## src/rtl/add_result_fifo.sv

```systemverilog
// Result FIFO between an 8-bit adder and its consumer; stores {cout, sum}.
// Optional carry statistics ports enabled by ADD_RESULT_FIFO_CARRY_STATS_EN.
module add_result_fifo #(
   parameter int DEPTH = 4
) (
   input  logic       clk,
   input  logic       rst,
   input  logic [7:0] in_sum,
   input  logic       in_cout,
   input  logic       in_valid,
   output logic       in_ready,
   output logic [8:0] out_data,
   output logic       out_valid,
   input  logic       out_ready,
   output logic [4:0] count
`ifdef ADD_RESULT_FIFO_CARRY_STATS_EN
   ,
   output logic       carry_seen,
   output logic [7:0] carry_cnt
`endif
);

   localparam int AW = $clog2(DEPTH);
   localparam logic [4:0] FULL = 5'(DEPTH);

   logic [8:0]    mem_q [DEPTH];
   logic [AW-1:0] wr_q, wr_d;
   logic [AW-1:0] rd_q, rd_d;
   logic [4:0]    cnt_q, cnt_d;
   logic          push, pop;

   // Flags come only from the registered count, never from out_ready.
   assign in_ready  = (cnt_q != FULL);
   assign out_valid = (cnt_q != 5'd0);
   assign out_data  = mem_q[rd_q];
   assign count     = cnt_q;

   assign push = in_valid && in_ready;
   assign pop  = out_valid && out_ready;

   always_comb begin
      wr_d  = wr_q;
      rd_d  = rd_q;
      cnt_d = cnt_q;
      if (push) wr_d = wr_q + AW'(1);
      if (pop)  rd_d = rd_q + AW'(1);
      unique case ({push, pop})
         2'b10:   cnt_d = cnt_q + 5'd1;
         2'b01:   cnt_d = cnt_q - 5'd1;
         default: cnt_d = cnt_q;
      endcase
   end

   always_ff @(posedge clk) begin
      if (rst) begin
         wr_q  <= '0;
         rd_q  <= '0;
         cnt_q <= '0;
      end else begin
         wr_q  <= wr_d;
         rd_q  <= rd_d;
         cnt_q <= cnt_d;
      end
   end

   always_ff @(posedge clk) begin
      if (push) mem_q[wr_q] <= {in_cout, in_sum};
   end

`ifdef ADD_RESULT_FIFO_CARRY_STATS_EN
   logic       seen_q, seen_d;
   logic [7:0] ccnt_q, ccnt_d;
   logic       cpush;

   assign cpush = push && in_cout;

   always_comb begin
      seen_d = seen_q | cpush;
      ccnt_d = ccnt_q;
      if (cpush && (ccnt_q != 8'hFF)) ccnt_d = ccnt_q + 8'd1;
   end

   always_ff @(posedge clk) begin
      if (rst) begin
         seen_q <= 1'b0;
         ccnt_q <= 8'd0;
      end else begin
         seen_q <= seen_d;
         ccnt_q <= ccnt_d;
      end
   end

   assign carry_seen = seen_q;
   assign carry_cnt  = ccnt_q;
`endif

endmodule
```

## config.mk

```make
export PLATFORM = sky130hd
export DESIGN_NAME = add_result_fifo
export DESIGN_NICKNAME = d
export VERILOG_FILES = /design/src/rtl/add_result_fifo.sv
export SDC_FILE = /design/constraint.sdc
export NUM_CORES = 1
export LEC_CHECK = 0
export BUFFER_PORTS_ARGS = -buffer_cell sky130_fd_sc_hd__buf_2
export CORE_UTILIZATION = 50
export CTS_CLUSTER_DIAMETER = 40
export CTS_CLUSTER_SIZE = 28
export DETAILED_ROUTE_END_ITERATION = 6
export PLACE_DENSITY = 0.71
export RECOVER_POWER = 25
export SYNTH_ARGS = -nofsm -noshare
export SYNTH_HDL_FRONTEND = slang
export SYNTH_SLANG_ARGS = --single-unit
```

## constraint.sdc

```tcl
create_clock -name clk -period 3.2 [get_ports clk]
set_input_delay 0.64 -clock clk [delete_from_list [all_inputs] [get_ports clk]]
set_output_delay 0.64 -clock clk [all_outputs]
set_load 0.03 [all_outputs]
```

# Word-level counts from Yosys, hierarchy flattened
# Memories as Yosys holds them, arrays and structs flattened. A register that Yosys moved wholly into a read port is not among the register bits.
# Cells that the tools add are included.
# W data, S select, Z words.
# classes
add_sub_neg	4
n_eq_ne	3
mux	5
n_reduce_logical	4
# op_table
op	count
$pmux W5 S2	1
$add A5 B1 Y5 const B	1
$ne A5 B3 Y1 const B	1
$reduce_bool A5 Y1	1
$sub A5 B1 Y5 const B	1
$add A2 B1 Y2 const B	2
$mux W2	2
$eq A2 B1 Y1 const B	1
$eq A2 B2 Y1 const B	1
$logic_and A1 B1 Y1	2
$mux W1	2
$reduce_bool A2 Y1	1
# word_totals
register_bits	9
mem_bits_rw	36
memories	1
# mem_list
name	depth	word_bits	read_ports	rd_clocked_by_memory_dff	write_ports	line	source
mem_q	4	9	1	1	1	26	logic [8:0] mem_q [DEPTH];

# Depth between registers and ports, before layout
# Gate-level depths: netlist of the first run.
# logic_depth
depth_word	4
mapped_depth	12
depth_no_buf	10

# Worst setup path after synthesis of the first run
# OpenSTA, ideal clock, no wires.
# synth_timing
path_type	register -> register
from	register cnt_q[3], in the netlist count[3]
to	register cnt_q[4], in the netlist count[4]
setup_time_ns	0.080
arrival_ns	3.102
t_required_ns	3.120
setup_slack_ns	0.018
path_stages_with_launch	13
period_less_slack_ns	3.182
path_cell_list	dfxtp_1 > clkbuf_1 > nor4_4 > nand2_1 > nand2_1 > ha_1 > clkbuf_1 > xor2_1 > ha_1 > or4_1 > a21oi_1 > or3_1 > nor3b_1
# synth_via
elab_chain_cells	4
# synth_rtl
element	line	source
from (decl)	29	logic [4:0] cnt_q, cnt_d;
from (signal assigned)	62	cnt_q <= cnt_d;
$ne A5 B3 Y1 *	33	assign in_ready = (cnt_q != FULL);
via in_ready	11	output logic in_ready,
$logic_and A1 B1 Y1 *	38	assign push = in_valid && in_ready;
$eq A2 B1 Y1 or $eq A2 B2 Y1 (tied branches)	47	unique case ({push, pop})
$pmux W5 S2 or $reduce_bool A2 Y1 (tied branches)	--	
# Mark *: on every way through the listed nets, which the timed path passes. The rest lies on a longest branch.
# A chain may end at the register's enable or synchronous reset.

# Worst setup path after layout of the first run
# layout_timing
from	register cnt_q[0], in the netlist count[0]
to	register cnt_q[4], in the netlist count[4]
# layout_via
elab_chain_cells	4
# layout_rtl
element
parallel branches: the longest is 4 deep, another holds $sub A5 B1 Y5
# Several ways; the timed one is not identified.

==> impl_metrics.ini, run 1 <==
[outcome]
status = finished, final reports clean

[synthesis]
synth_common_cells = edfxtp_1, dfxtp_1, nor2_1
synth_area_per_cell_um2 = 15.0
syn_area_um2 = 2020
synth_nets = 153
synth_top_area_cell = edfxtp_1
synth_top_area_share_pct = 53.6
async_flop_share_pct = 0
synth.distinct_cells = 36
synth_area_leaders = edfxtp_1, dfxtp_1, mux4_2, ha_1, nor2_1
ys_seq_area_share_pct = 64.6
yosysMostFrequentCell = edfxtp_1
synth-edff-count = 36
yosysWarnings = 0
yosys_most_used_dff = edfxtp_1
synthCells = 134
synth_seq_cells = 47

[floorplan]
fp.dieW_um = 65.5
row_count = 22
pin_count = 29
dieArea_um2 = 4290
initial_core_util_pct = 53.5
die_y_um = 65.5
core_um2 = 3770

[global_route]
grt_first_pass_wirelength_um = 5330
grt_usage_pct = 17.6
grt_max_degree = 16
antenna_found_initial = 0
overflow = 0
first_global_vias = 1115

[sta]
final-hold-violation-count = 0
rsz0062_at_grt = false
setup-violations-final = 0
worstMarginPinSlew_ns = 0.608
relSlewSlack_pct = 59.4
setup_tns_ns = 0
finalCritPeriodShare_pct = 85.3
slew_violations = 0
clock-skew-final_ns = 0.0101
fmax_ghz = 0.366
fin_crit_ns = 2.73

[placed_design]
port_buffers = 28
post_dp_cell_area_um2 = 2200
dpl.cell_count = 204
routabilityCongestion = 0.890

[pwr]
clockPowerShare_pct = 16.4
switchingPower_w = 0.000797
p_int_w = 0.00126
comb_power_share_pct = 40.0
ir_drop_mv = 0.644
power_density_nw_per_um2 = 904
p_sw_share_pct = 38.8
p_leak_nw = 0.820
seqPwrFrac_pct = 43.5

[critical_path]
cp_max_fo = 8
crit_type = register to register
crit_path_end_kind = register
critPathMaxStageDelay_ns = 0.38
cp_slowest_cell = dfxtp_1
critPathBufInv = 0
cp_data_required_time_ns = 3.38
cpLargestDelayFamily = simple AND/OR/NAND/NOR gates
path_cells = nor4_4 > nand2_1 > nand2_1 > ha_1 > xor2_1 > ha_1 > a21oi_1 > mux2_1 > or3_1 > nor3b_1
critical_path_arrival_ns = 2.91
startpoint_type = register

[clock_network]
cts_tree = yes
cts_sinks = 47
htree_num_levels = 2
cts_root_buf = clkbuf_8
cts_resized = 0
postCtsHoldBufs = 0
ctsLongestPathBuffers = 2
post_cts.repair.setup_buffers = 0
cts_buffers = 5
cts.clk_slew.worst_paths_ns = 0.08
clock_latency_ns = 0.29

[final_layout]
nets = 182
fin_area_um2 = 2270
multi_input_area_um2 = 677
fin_cells = 212
syn_to_final_growth_pct = 12.7
n_antenna_cell = 0
seqCellArea_um2 = 1300
drive_gt1_share_pct = 23.8
fill_cells = 290

[detailed_routing]
viasPerCell = 5.46
drc = 0
routed_wl_um = 3250
ant_nets = 0
routedWlPerCell_um = 15.3
vias = 1157
firstDrtPassIters = 4
initialDrtViolationCount = 42

[hold_path]
min_path_type = register to register

[job]
max-cap-violations = 0
==> layout by cell type (no fill, tap or decap), types with 2 or more instances in the layout <==
| master | count |
|---|---|
| edfxtp_1 | 36 |
| buf_2 | 20 |
| dfxtp_1 | 11 |
| nor2_1 | 10 |
| mux4_2 | 9 |
| clkbuf_1 | 9 |
| nand2_1 | 8 |
| ha_1 | 6 |
| clkbuf_8 | 5 |
| and3_1 | 4 |
| a21oi_1 | 4 |
| inv_1 | 3 |
| xor2_1 | 3 |
| xnor2_1 | 3 |
| nand2b_1 | 3 |
| o21ai_0 | 2 |
| nor3_1 | 2 |
| o21a_1 | 2 |
| mux2i_1 | 2 |
| nor3b_1 | 2 |
==> cell type report <==
cell class / count / share of cell area (%)
multi-input cells: 77 / 29.8
inverters: 3 / 0.496
repair buffers: 29 / 6.06
clock inverters: 2 / 0.551
flip-flops and latches: 47 / 57.3
clock buffers: 6 / 3.19
well taps: 48 / 2.64
==> flip-flops by register name, summed over array words and instances (netlist names), named ones only <==
name and flops:
mem_q 36, count 5, rd_q 2, wr_q 2
==> cells by family after synthesis <==
logic type / Yosys count / share of synthesized area (%)
AOI/OAI and AO/OA: 12 / 3.79
adders and majority gates: 6 / 3.72
xor gates and xnor gates: 6 / 2.61
buffers and inverters: 10 / 1.86
and+or+nand+nor: 41 / 11.9
muxes: 12 / 11.6
DFF: 47 / 64.6
==> power by group through the flow <==
| stage | logic, W | registers (W) | clock network (W) |
|---|---|---|---|
| finish | 0.000822 | 0.000894 | 0.000337 |
| global route | 0.000894 | 0.000915 | 0.000371 |
| CTS | 0.000829 | 0.000897 | 0.000346 |
| detailed placement | 0.000825 | 0.000911 | 0 |
| global placement | 0.000814 | 0.000901 | 0 |
| floorplan | 0.000645 | 0.000886 | 0 |
==> stage by stage <==
| stage | hold WS (ns) | total power, W | setup WS [ns] | util [%] |
|---|---|---|---|---|
| 2_1_floorplan | 0.469 | 0.00153 | 0.0184 | - |
| 3_3_place_gp | 0.484 | 0.00172 | 0.609 | 58.3 |
| 3_5_place_dp | 0.500 | 0.00174 | 0.518 | 58.3 |
| 4_1_cts | 0.512 | 0.00207 | 0.484 | 60.5 |
| 5_1_grt | 0.540 | 0.00218 | 0.281 | 60.3 |
| 6_report | 0.509 | 0.00205 | 0.471 | 60.3 |
==> tightest hold or removal path, delay by kind of cell (launching register included) <==
family | cells | cell delay [ns]
AO/OA/AOI/OAI | 1 | 0.05
flip-flops | 1 | 0.35
AND/OR/NAND/NOR | 1 | 0.06
==> path summary, 6_finish.rpt <==
check | start | end | slack (ns) | cells after the start
min reg2reg | wr_q[1] | wr_q[1] | 0.51 | 2
min | wr_q[1] | wr_q[1] | 0.51 | 2
max reg2reg | count[0] | count[4] | 0.47 | 10
max | count[0] | count[4] | 0.47 | 10
==> per-layer routing <==
metal / track usage (%) / wire length [um] / up-vias
li1: - / - / 566
met1: 21.1 / 1480 / 566
met2: 29.8 / 1640 / 21
met3: 5.90 / 105 / 4
met4: 5.71 / 29 / 0
met5: 0 / 0 / -
No activity file was read; power rests on OpenSTA's default activity.
==> inputs of run 2 (changes only) <==
--- a/config.mk
+++ b/config.mk
@@ -6,7 +6,9 @@
 export NUM_CORES = 1
 export LEC_CHECK = 0
 export BUFFER_PORTS_ARGS = -buffer_cell sky130_fd_sc_hd__buf_2
+export CORE_MARGIN = 2
 export CORE_UTILIZATION = 50
+export CTS_BUF_LIST = sky130_fd_sc_hd__clkbuf_8
 export CTS_CLUSTER_DIAMETER = 40
 export CTS_CLUSTER_SIZE = 28
 export DETAILED_ROUTE_END_ITERATION = 6
==> run 2 against run 1 <==
Routed wire length up 4.2%. Non-clock buffer count unchanged. Hold slack lost 0.0027 ns. Critical path depth is the same.
==> impl_metrics.ini, run 2 (synthesized netlist as in run 1, its figures left out) <==
[outcome]
status = finished, final reports clean

[clock_network]
ctsLongestPathBuffers = 2
htree_num_levels = 2
cts_buffers = 5
post_cts.repair.setup_buffers = 0
postCtsHoldBufs = 0
clock_latency_ns = 0.29
cts_tree = yes
cts_sinks = 47
cts_root_buf = clkbuf_8
cts_resized = 0
cts.clk_slew.worst_paths_ns = 0.08

[critical_path]
rrSetupSlack_ns = 0.41
cp_data_required_time_ns = 3.42
cp_max_fo = 8
startpoint_type = register
crit_type = register to register
startpoint = count[4]
worstReg2RegEnd = count[4]
critical_path_arrival_ns = 3.00
crit_path_end_kind = register
r2r_cells = 10
rr_startpoint = count[4]
endpoint = count[4]

[pwr]
seqPwrFrac_pct = 43.4
clockPowerShare_pct = 16.4
p_leak_nw = 0.824
p_sw_share_pct = 39.2
comb_power_share_pct = 40.2
switchingPower_w = 0.000810
p_int_w = 0.00126
ir_drop_mv = 0.541
power_density_nw_per_um2 = 906
design_power_total_w = 0.00207

[placed_design]
post_dp_cell_area_um2 = 2200
port_buffers = 28
routabilityCongestion = 0.846
dp_hpwl_um = 2420

[final_layout]
fill_cells = 304
regMostFlops = mem_q
nets = 182
syn_to_final_growth_pct = 13.1
layout_common_cells = edfxtp_1, buf_2, dfxtp_1, nor2_1, mux4_2
final_util_pct = 57.8
n_antenna_cell = 0
largest_reg_flops = 36
final_common_cell = edfxtp_1
drive_gt1_share_pct = 24.4
fin_area_um2 = 2280

[sta]
clock-skew-final_ns = 0.00560
fmax_ghz = 0.359
slew_violations = 0
fin_crit_ns = 2.79
final-hold-violation-count = 0
rsz0062_at_grt = false
relSlewSlack_pct = 59.4
worstMarginPinSlew_ns = 0.609
setup_tns_ns = 0
finalCritPeriodShare_pct = 87.0
setup-violations-final = 0

[detailed_routing]
routed_wl_um = 3390
firstDrtPassIters = 4
viasPerCell = 5.52
drc = 0
vias = 1182
initialDrtViolationCount = 43
ant_nets = 0
routedWlPerCell_um = 15.8

[floorplan]
initial_core_util_pct = 51.1
fp.dieW_um = 67.5
dieArea_um2 = 4560
row_count = 23
die_y_um = 67.5
core_um2 = 3940
pin_count = 29

[job]
max-cap-violations = 0

[global_route]
antenna_found_initial = 0
grt_max_degree = 16
first_global_vias = 1143
grt_first_pass_wirelength_um = 5420
grt_usage_pct = 16.8
overflow = 0

[hold_path]
timing.hold.worst_path_depth = 2
min_path_type = register to register
-- run 2: cell types whose count changed in the layout (fill, tap and decap cells not counted) --
| cell | before | now |
|---|---|---|
| clkbuf_1 | 9 | 7 |
| clkinv_4 | 0 | 1 |
| clkinv_1 | 0 | 1 |
| buf_2 | 20 | 21 |
| clkinv_2 | 1 | 0 |
-- run 2: worst max-delay path, cell delays in order (launching register included) --
cell and delay, ns:
dfxtp_1 0.37, nor4_4 0.39, nand2_1 0.22, nand2_1 0.19
ha_1 0.23, xor2_1 0.09, ha_1 0.25, or4_1 0.48
a21oi_1 0.21, or3_1 0.14, nor3b_1 0.16
-- run 2: cell type report --
type / instances / area (um2) / area share [%]
Tap cell: 50 / 62.6 / 2.74
Timing Repair Buffer: 29 / 139 / 6.09
Inverter: 3 / 11.3 / 0.494
Sequential cell: 47 / 1300 / 57.1
Multi-Input combinational cell: 77 / 677 / 29.7
Clock inverter: 3 / 20.0 / 0.878
Clock buffer: 5 / 68.8 / 3.02
-- run 2: routing by layer --
metal / vias to the layer above / track usage [%] / part of all wire [%]
met3: 6 / 5.17 / 4.2
met5: - / 0 / 0
met1: 582 / 20.5 / 42
met2: 27 / 27.9 / 53
li1: 567 / - / -
met4: 0 / 6.12 / 1.4
-- run 2: per-stage QoR --
stage	std cells	worst slack, ns	hold slack (ns)
6_report	214	0.415	0.507
5_1_grt	214	0.108	0.550
2_1_floorplan	134	0.0184	0.469
3_5_place_dp	206	0.451	0.500
4_1_cts	214	0.428	0.510
3_3_place_gp	206	0.521	0.489
-- run 2: worst min-delay path by stage --
stage | from | end | slack, ns
final | wr_q[1] | wr_q[1] | 0.51
after global routing | wr_q[1] | wr_q[1] | 0.55
after CTS | wr_q[1] | wr_q[1] | 0.51
after detailed placement | wr_q[1] | wr_q[1] | 0.50
after global placement | rd_q[1] | register | 0.49
after floorplan | wr_q[1] | wr_q[1] | 0.47
-- run 2: power groups by stage --
stage	registers, W	logic, W	clock network, W
global placement	0.000905	0.000822	0
floorplan	0.000886	0.000645	0
finish	0.000896	0.000830	0.000340
global route	0.000915	0.000900	0.000372
CTS	0.000899	0.000835	0.000355
detailed placement	0.000913	0.000832	0
